**src/rtl/alu_share_ctrl_if.sv**
```systemverilog
`default_nettype none
// ============================================================================
//  Module      : alu_share_ctrl_if
//  Description : Request, shared-ALU and response signals of alu_share_ctrl.
//  Revision    : 1.0 - initial release
// ============================================================================
interface alu_share_ctrl_if #(
    parameter int W = 32
) ();
    logic         req0_valid;
    logic         req0_ready;
    logic [W-1:0] req0_a;
    logic [W-1:0] req0_b;
    logic [3:0]   req0_aluc;
    logic         req1_valid;
    logic         req1_ready;
    logic [W-1:0] req1_a;
    logic [W-1:0] req1_b;
    logic [3:0]   req1_aluc;
    logic [W-1:0] alu_a;
    logic [W-1:0] alu_b;
    logic [3:0]   alu_aluc;
    logic [W-1:0] alu_r;
    logic [3:0]   alu_flags;
    logic         rsp_valid;
    logic         rsp_ready;
    logic         rsp_id;
    logic [W-1:0] rsp_r;
    logic [3:0]   rsp_flags;
    logic         busy;

    modport slave (
        input  req0_valid, req0_a, req0_b, req0_aluc,
        input  req1_valid, req1_a, req1_b, req1_aluc,
        input  alu_r, alu_flags, rsp_ready,
        output req0_ready, req1_ready,
        output alu_a, alu_b, alu_aluc,
        output rsp_valid, rsp_id, rsp_r, rsp_flags, busy
    );

    modport master (
        output req0_valid, req0_a, req0_b, req0_aluc,
        output req1_valid, req1_a, req1_b, req1_aluc,
        output alu_r, alu_flags, rsp_ready,
        input  req0_ready, req1_ready,
        input  alu_a, alu_b, alu_aluc,
        input  rsp_valid, rsp_id, rsp_r, rsp_flags, busy
    );
endinterface
`default_nettype wire

```
**src/rtl/alu_share_ctrl.sv**
```systemverilog
`default_nettype none
// ============================================================================
//  Module      : alu_share_ctrl
//  Description : Round-robin sharing of one ALU between two requesters.
//  Revision    : 1.0 - initial release
// ============================================================================
module alu_share_ctrl #(
    parameter int W           = 32,
    parameter int EXEC_CYCLES = 1
) (
    input  wire logic        clk,
    input  wire logic        rst_n,
    alu_share_ctrl_if.slave  bus
);

    typedef enum logic [1:0] {
        S_IDLE = 2'd0,
        S_EXEC = 2'd1,
        S_RESP = 2'd2
    } state_t;

    localparam logic [3:0] c_cnt_init = 4'(EXEC_CYCLES - 1);

    state_t       r_state;
    state_t       w_next;
    logic         r_rr_ptr;
    logic [W-1:0] r_a;
    logic [W-1:0] r_b;
    logic [3:0]   r_aluc;
    logic         r_id;
    logic [3:0]   r_cnt;
    logic [W-1:0] r_rsp_r;
    logic [3:0]   r_rsp_flags;

    logic w_idle;
    logic w_grant0;
    logic w_grant1;
    logic w_accept;

    // rr_ptr only matters when both request; a lone requester always wins
    assign w_grant0 = bus.req0_valid & (~bus.req1_valid | ~r_rr_ptr);
    assign w_grant1 = bus.req1_valid & (~bus.req0_valid |  r_rr_ptr);
    assign w_idle   = (r_state == S_IDLE);
    assign w_accept = w_idle & (w_grant0 | w_grant1);

    assign bus.req0_ready = w_idle & w_grant0;
    assign bus.req1_ready = w_idle & w_grant1;

    assign bus.alu_a     = w_idle ? '0 : r_a;
    assign bus.alu_b     = w_idle ? '0 : r_b;
    assign bus.alu_aluc  = w_idle ? '0 : r_aluc;
    assign bus.rsp_valid = (r_state == S_RESP);
    assign bus.rsp_id    = r_id;
    assign bus.rsp_r     = r_rsp_r;
    assign bus.rsp_flags = r_rsp_flags;
    assign bus.busy      = ~w_idle;

    always_ff @(posedge clk or negedge rst_n) begin
        if (!rst_n) begin
            r_state <= S_IDLE;
        end else begin
            r_state <= w_next;
        end
    end

    always_comb begin
        w_next = r_state;
        case (r_state)
            S_IDLE:  if (w_accept)          w_next = S_EXEC;
            S_EXEC:  if (r_cnt == 4'd0)     w_next = S_RESP;
            S_RESP:  if (bus.rsp_ready)     w_next = S_IDLE;
            default:                        w_next = S_IDLE;
        endcase
    end

    always_ff @(posedge clk or negedge rst_n) begin
        if (!rst_n) begin
            r_rr_ptr    <= 1'b0;
            r_a         <= '0;
            r_b         <= '0;
            r_aluc      <= '0;
            r_id        <= 1'b0;
            r_cnt       <= '0;
            r_rsp_r     <= '0;
            r_rsp_flags <= '0;
        end else begin
            case (r_state)
                S_IDLE: begin
                    if (w_accept) begin
                        r_a    <= w_grant1 ? bus.req1_a    : bus.req0_a;
                        r_b    <= w_grant1 ? bus.req1_b    : bus.req0_b;
                        r_aluc <= w_grant1 ? bus.req1_aluc : bus.req0_aluc;
                        r_id   <= w_grant1;
                        r_cnt  <= c_cnt_init;
                    end
                end
                S_EXEC: begin
                    if (r_cnt != 4'd0) begin
                        r_cnt <= r_cnt - 4'd1;
                    end else begin
                        r_rsp_r     <= bus.alu_r;
                        r_rsp_flags <= bus.alu_flags;
                    end
                end
                S_RESP: begin
                    // the requester just served drops to low priority
                    if (bus.rsp_ready) begin
                        r_rr_ptr <= ~r_id;
                    end
                end
                default: ;
            endcase
        end
    end

endmodule
`default_nettype wire
```
**src/flat_wrapper.sv**
```systemverilog
// flat-port wrapper written by rule: the top's interface ports become plain ports
module alu_share_ctrl_flat 
#(
    parameter int W           = 32,
    parameter int EXEC_CYCLES = 1
)
  (clk, rst_n, bus_req0_valid, bus_req0_a, bus_req0_b, bus_req0_aluc, bus_req1_valid, bus_req1_a, bus_req1_b, bus_req1_aluc, bus_alu_r, bus_alu_flags, bus_rsp_ready, bus_req0_ready, bus_req1_ready, bus_alu_a, bus_alu_b, bus_alu_aluc, bus_rsp_valid, bus_rsp_id, bus_rsp_r, bus_rsp_flags, bus_busy);
  alu_share_ctrl_if #(.W(W)) bus_i ();
  input  wire logic clk;
  input  wire logic rst_n;
  input wire logic [$bits(bus_i.req0_valid)-1:0] bus_req0_valid;
  input wire logic [$bits(bus_i.req0_a)-1:0] bus_req0_a;
  input wire logic [$bits(bus_i.req0_b)-1:0] bus_req0_b;
  input wire logic [$bits(bus_i.req0_aluc)-1:0] bus_req0_aluc;
  input wire logic [$bits(bus_i.req1_valid)-1:0] bus_req1_valid;
  input wire logic [$bits(bus_i.req1_a)-1:0] bus_req1_a;
  input wire logic [$bits(bus_i.req1_b)-1:0] bus_req1_b;
  input wire logic [$bits(bus_i.req1_aluc)-1:0] bus_req1_aluc;
  input wire logic [$bits(bus_i.alu_r)-1:0] bus_alu_r;
  input wire logic [$bits(bus_i.alu_flags)-1:0] bus_alu_flags;
  input wire logic [$bits(bus_i.rsp_ready)-1:0] bus_rsp_ready;
  output wire logic [$bits(bus_i.req0_ready)-1:0] bus_req0_ready;
  output wire logic [$bits(bus_i.req1_ready)-1:0] bus_req1_ready;
  output wire logic [$bits(bus_i.alu_a)-1:0] bus_alu_a;
  output wire logic [$bits(bus_i.alu_b)-1:0] bus_alu_b;
  output wire logic [$bits(bus_i.alu_aluc)-1:0] bus_alu_aluc;
  output wire logic [$bits(bus_i.rsp_valid)-1:0] bus_rsp_valid;
  output wire logic [$bits(bus_i.rsp_id)-1:0] bus_rsp_id;
  output wire logic [$bits(bus_i.rsp_r)-1:0] bus_rsp_r;
  output wire logic [$bits(bus_i.rsp_flags)-1:0] bus_rsp_flags;
  output wire logic [$bits(bus_i.busy)-1:0] bus_busy;
  assign bus_i.req0_valid = bus_req0_valid;
  assign bus_i.req0_a = bus_req0_a;
  assign bus_i.req0_b = bus_req0_b;
  assign bus_i.req0_aluc = bus_req0_aluc;
  assign bus_i.req1_valid = bus_req1_valid;
  assign bus_i.req1_a = bus_req1_a;
  assign bus_i.req1_b = bus_req1_b;
  assign bus_i.req1_aluc = bus_req1_aluc;
  assign bus_i.alu_r = bus_alu_r;
  assign bus_i.alu_flags = bus_alu_flags;
  assign bus_i.rsp_ready = bus_rsp_ready;
  assign bus_req0_ready = bus_i.req0_ready;
  assign bus_req1_ready = bus_i.req1_ready;
  assign bus_alu_a = bus_i.alu_a;
  assign bus_alu_b = bus_i.alu_b;
  assign bus_alu_aluc = bus_i.alu_aluc;
  assign bus_rsp_valid = bus_i.rsp_valid;
  assign bus_rsp_id = bus_i.rsp_id;
  assign bus_rsp_r = bus_i.rsp_r;
  assign bus_rsp_flags = bus_i.rsp_flags;
  assign bus_busy = bus_i.busy;
  alu_share_ctrl #(.W(W), .EXEC_CYCLES(EXEC_CYCLES)) u_core (.clk(clk), .rst_n(rst_n), .bus(bus_i));
endmodule
```
**config.mk**
```make
export PLATFORM = sky130hd
export DESIGN_NAME = alu_share_ctrl_flat
export DESIGN_NICKNAME = d
export VERILOG_FILES = /design/src/rtl/alu_share_ctrl_if.sv /design/src/rtl/alu_share_ctrl.sv /design/src/flat_wrapper.sv
export SDC_FILE = /design/constraint.sdc
export NUM_CORES = 1
export LEC_CHECK = 0
export CAP_MARGIN = 0
export CORE_UTILIZATION = 42
export CTS_BUF_LIST = sky130_fd_sc_hd__clkbuf_4
export CTS_CLUSTER_DIAMETER = 150
export CTS_CLUSTER_SIZE = 10
export DETAILED_ROUTE_END_ITERATION = 10
export PLACE_DENSITY = 0.83
export SYNTH_ARGS = -nofsm -noshare
export SYNTH_HDL_FRONTEND = slang
export SYNTH_SLANG_ARGS = --single-unit
```
**constraint.sdc**
```tcl
create_clock -name clk -period 2.1 [get_ports clk]
set_input_delay 0.315 -clock clk [delete_from_list [all_inputs] [get_ports clk]]
set_output_delay 0.315 -clock clk [all_outputs]
set_load 0.01 [all_outputs]
```
Word level (Yosys, flattened, before mapping)
Index checks and enable logic that the tools add are counted.
Operators by class
  $add $sub $neg: 1
  $mul: 0
  divide/modulo/power cells: 0
  $lt $le $gt $ge: 0
  eq/ne operators: 6
  shift operators: 0
  muxes and demuxes: 13
  bitwise operators: 14
  reductions and logical operators: 9
Operator list (count)
  32-bit two-way mux: 4
  4-bit two-way mux: 4
  4-bit one-hot mux with 2 select lines: 1
  2-bit two-way mux: 3
  1-bit inverter: 6
  2-bit one-hot mux with 3 select lines: 1
  2-bit AND reduction: 3
  3-bit AND reduction: 2
  1-bit AND: 5
  4-bit logical NOT: 1
  2-bit by 1-bit inequality test with 1-bit output (second input constant): 2
  2-bit inequality test (second input constant): 2
  4-bit nonzero test: 1
  4-bit by 1-bit subtractor with 4-bit output (second input constant): 1
  1-bit bitwise OR: 3
  2-bit by 1-bit equality test with 1-bit output (second input constant): 1
  2-bit equality test (second input constant): 1
  2-bit logical NOT: 1
  2-bit nonzero test: 1
Word-level totals
  flip-flop bits (word level): 112
  bits in latches: 0
  memory bits (writable): 0
  bits in read-only memories: 0
  memories: 0

Longest topological paths before layout
  word-level depth: 7
  gate-level depth with buffers: 7
  gate-level depth less buffers: 5

Least setup slack after synthesis
No wires, ideal clock.
  path kind: flip-flop to flip-flop
  from: reg u_core.r_cnt[0]
  to: reg u_core.r_rsp_r[10], in the netlist u_core.bus.rsp_r[10]
  setup time: 0.125 ns
  arrival time: 1.602 ns
  data required time: 1.975 ns
  slack: 0.372 ns
  cell stages (with the launch flop): 8
  buffers on the path: 2
  cells stage by stage: dfrtp_1 -> inv_1 -> ha_1 -> nand2b_1 -> or3_1 -> buf_6 -> buf_6 -> mux2_4
On the way
  longest elaborated chain between the ends: 3
Ends and longest elaborated chain
  from (decl): line alu_share_ctrl.sv:31  | logic [3:0] r_cnt;
  from (signal assigned): line alu_share_ctrl.sv:94  | r_cnt <= c_cnt_init;
  from (signal assigned): line alu_share_ctrl.sv:99  | r_cnt <= r_cnt - 4'd1;
  4-bit nonzero test: line alu_share_ctrl.sv:98  | if (r_cnt != 4'd0) begin
  1-bit inverter (no source line)
  2-bit AND reduction (no source line)
  to (signal assigned): line alu_share_ctrl.sv:101  | r_rsp_r <= bus.alu_r;
  to (decl): line alu_share_ctrl.sv:32  | logic [W-1:0] r_rsp_r;
Every way passes these cells.
A chain may end at the register's enable or synchronous reset.

Final worst setup path
  from: reg u_core.r_state[0]
  to: out bus_alu_a[7]
On the way
  longest elaborated chain between the ends: 2
Ends and longest elaborated chain
  from (decl): line alu_share_ctrl.sv:24  | state_t r_state;
  from (signal assigned): line alu_share_ctrl.sv:62  | r_state <= w_next;
  2-bit logical NOT: line alu_share_ctrl.sv:43  | assign w_idle = (r_state == S_IDLE);
  32-bit two-way mux: line alu_share_ctrl.sv:49  | assign bus.alu_a = w_idle ? '0 : r_a;
  to (decl): line flat_wrapper.sv:24  | output wire logic [$bits(bus_i.alu_a)-1:0] bus_alu_a;
Every way passes these cells.

==> reports/qor.txt <==
Post-Synth XOR/XNOR Area: 0
TNS Setup: 0 ps
layout cell share with drive strength beyond 1: 0.2119
Final Cell Area: 8818 sq um
final worst slack: 34.88 ps
complex-gate fraction of the synthesized area: 0.2018
P_sw: 4.910 mW
mux contribution to synthesized area: 0.09173
Setup Skew: 9.781 ps
final setup fails: 0
total track usage: 0.2777
Initial Util: 0.4316
Die Wd: 118.7 um
CP endpoint kind: output port
Rows: 42
Slew Limit Fails: 0
CP Launch Type: register
Slew @ Worst Pin: 796.4 ps
Clock Power Share: 0.076
Reg2Reg Setup Slack: 140 ps
boundary pin count: 286
critical path fanouts, max: 9
Yosys top cell by area: dfrtp_1
Final Critical Period: 2065 ps
Die Span Y: 118.7 um
grt total ovfl: 0
Synth Net Count: 772
synth top area cells: dfrtp_1 49%, mux2_4 7.6%, a31oi_1 7.4%, and2_1 7.4%, o21ai_0 6.2%
Netlist cell types: 31
DR DRC count: 0
post-synthesis sequential area ratio: 0.4904
Rel. slew slack: 0.4691
Post-Synth Simple-Gate Area: 0.1602
GPL Wtd Cong: 0.8101
routed wire length: 19.72 mm
Synth Area in Adders: 0.004378
most common cell after layout, fill and taps aside: clkdlybuf4s50_1
HP Class: in2async
Final Hold Viols: 0
Combinational Power Share: 0.614
DRT Pass-1 Iters: 7
DP Wirelength: 13.37 mm
Crit path arrival time: 1750 ps
root buf cell: clkbuf_4
status: finished, final reports clean
largest family of logic cells by synthesized area: compound AO/OA/AOI/OAI gates
port buffer count: 285
largest net degree at the start of global routing: 71
placed cell areas: 8711 sq um
Final period util: 0.9834
Yosys reg bits: 112
DR iter-0 viols: 463
Synth top area share: 0.4904
final net count: 1034
total number of vias: 5850
sequential share of power: 0.310
Die ar.: 14080 sq um
Fmax achieved: 484.2 MHz
H-Tree Depth: 3
Vias/cell: 5.652
Worst VDD drop: 0.7785 mV
area grow syn2layout: 54.29%
CTS Buf Count: 9
RSZ-0062 raised after global routing: yes
Fin Hold WS: 249.8 ps
Clock Pin Slew Worst Setup and Hold Paths: 160 ps
Syn Inst Count: 593
Sink Count: 112
Pint: 7.711 mW
Yosys Warn Count: 0
Clk Latency, worst-skew pair: 470 ps
Switching Share: 0.3890
post-synthesis cell area: 5715 sq um
Max-Cap Viols: 0
most frequent cells in the layout: 211 x clkdlybuf4s50_1, 112 x dfrtp_1, 71 x o21ai_0
clock tree from TritonCTS: built
worst path required time: 1780 ps
P per Cell Area: 1431 nW/um^2
LEAKAGE: 3.717 nW
fillers: 1079
ANT cells: 0
wire per inst: 19.05 um
antenna-violating nets left: 0
average size of a mapped cell: 9.638 sq um
core area: 13240 sq um
first-pass GRT wire length: 30.78 mm
maximum clock insertion buffer count: 2
Setup CP Type: reg2out
Post-Place Worst Slack: -95.23 ps
vias in the first global route: 5991
initial antenna violation count: 0
[layout make-up]
cell class / instances / area [sq um] / share of cell area
clock buffers: 12 / 90.09 / 0.01022
clock inverters: 3 / 20.02 / 0.002270
flip-flops and latches: 112 / 2803 / 0.3178
well taps: 176 / 220.2 / 0.02497
repair buffers: 314 / 2964 / 0.3361
inverters: 5 / 26.28 / 0.002980
multi-input cells: 413 / 2695 / 0.3056
[kinds of logic after synthesis]
| family | Yosys count |
|---|---|
| buffers and inverters | 68 |
| AND/OR/NAND/NOR | 162 |
| AO/OA/AOI/OAI | 212 |
| flip-flops | 112 |
| adder cells (fa/ha/maj) | 2 |
| multiplexers | 37 |
[cell usage after synthesis]
cell type	count
nor2_2	2
or3b_2	1
mux2i_1	1
and3_1	1
nand2_1	5
or2_2	3
clkbuf_1	52
o21ai_0	71
a31oi_1	68
mux2_2	7
ha_1	2
mux2_4	29
inv_1	4
nor3b_1	1
o21ai_1	1
buf_6	4
nand3_1	68
and2_1	68
nand2b_1	4
dfrtp_1	112
or3_1	1
nor3_1	2
o221ai_1	1
nor2_1	2
a31o_2	1
buf_2	7
nand3b_1	2
a21oi_1	70
nor4_1	1
inv_2	1
and2b_1	1
[worst paths after layout]
path,start,endpoint,depth (start not counted)
hold reg to reg,u_core.bus.rsp_flags[3],u_core.bus.rsp_flags[3],1
hold / removal,rst_n,u_core.r_b[15],2
setup reg to reg,u_core.r_cnt[0],u_core.bus.rsp_r[20],6
min in group clk,bus_req1_valid,u_core.bus.rsp_id,4
max in group asynchronous,rst_n,u_core.r_b[29],3
setup / recovery,u_core.r_state[0],bus_alu_a[7],6
[worst max-delay path, stage by stage (launching register included)]
cell,delay (ps)
dfrtp_1,440
nor2_4,190
inv_8,60
buf_12,140
buf_12,140
and2_1,180
clkbuf_2,130
[per-stage QoR]
stage | utilization | cells | power (mW)
2_1_floorplan | - | 593 | 7.741
3_3_place_gp | 0.6578 | 1010 | 11.34
3_5_place_dp | 0.6578 | 1010 | 11.58
4_1_cts | 0.6551 | 1034 | 12.13
5_1_grt | 0.6659 | 1035 | 13.40
6_report | 0.6659 | 1035 | 12.62
[state kept, by name, summed over array words and instances (netlist names)]
| signal | count |
|---|---|
| u_core.r_aluc | 4 |
| u_core.bus.rsp_id | 1 |
| u_core.bus.rsp_r | 32 |
| u_core.r_b | 32 |
| u_core.r_cnt | 4 |
| u_core.r_state | 2 |
| u_core.bus.rsp_flags | 4 |
| u_core.r_a | 32 |
| u_core.r_rr_ptr | 1 |
[power groups by stage]
stage / registers, mW / clock network, mW / logic [mW]
floorplan: 3.90 / 0 / 3.84
detailed placement: 3.92 / 0 / 7.66
finish: 3.91 / 0.961 / 7.75
global route: 4.01 / 1.07 / 8.32
CTS: 3.87 / 0.999 / 7.26
global placement: 3.85 / 0 / 7.49
[timing repair]
item,CTS,global route
pin swaps,1,5
resized for setup,265,52
endpoints found under the hold margin,18,0
hold buffers,1,0
setup buffers,7,0
cloned,1,2
setup endpoints to repair,72,69
[per-layer routing]
metal / track usage / part of all wire
met5: 0 / 0
met4: 0.1377 / 0.033
met3: 0.06129 / 0.073
met2: 0.4890 / 0.50
met1: 0.3160 / 0.39
Power figures use the tool's default switching activity.
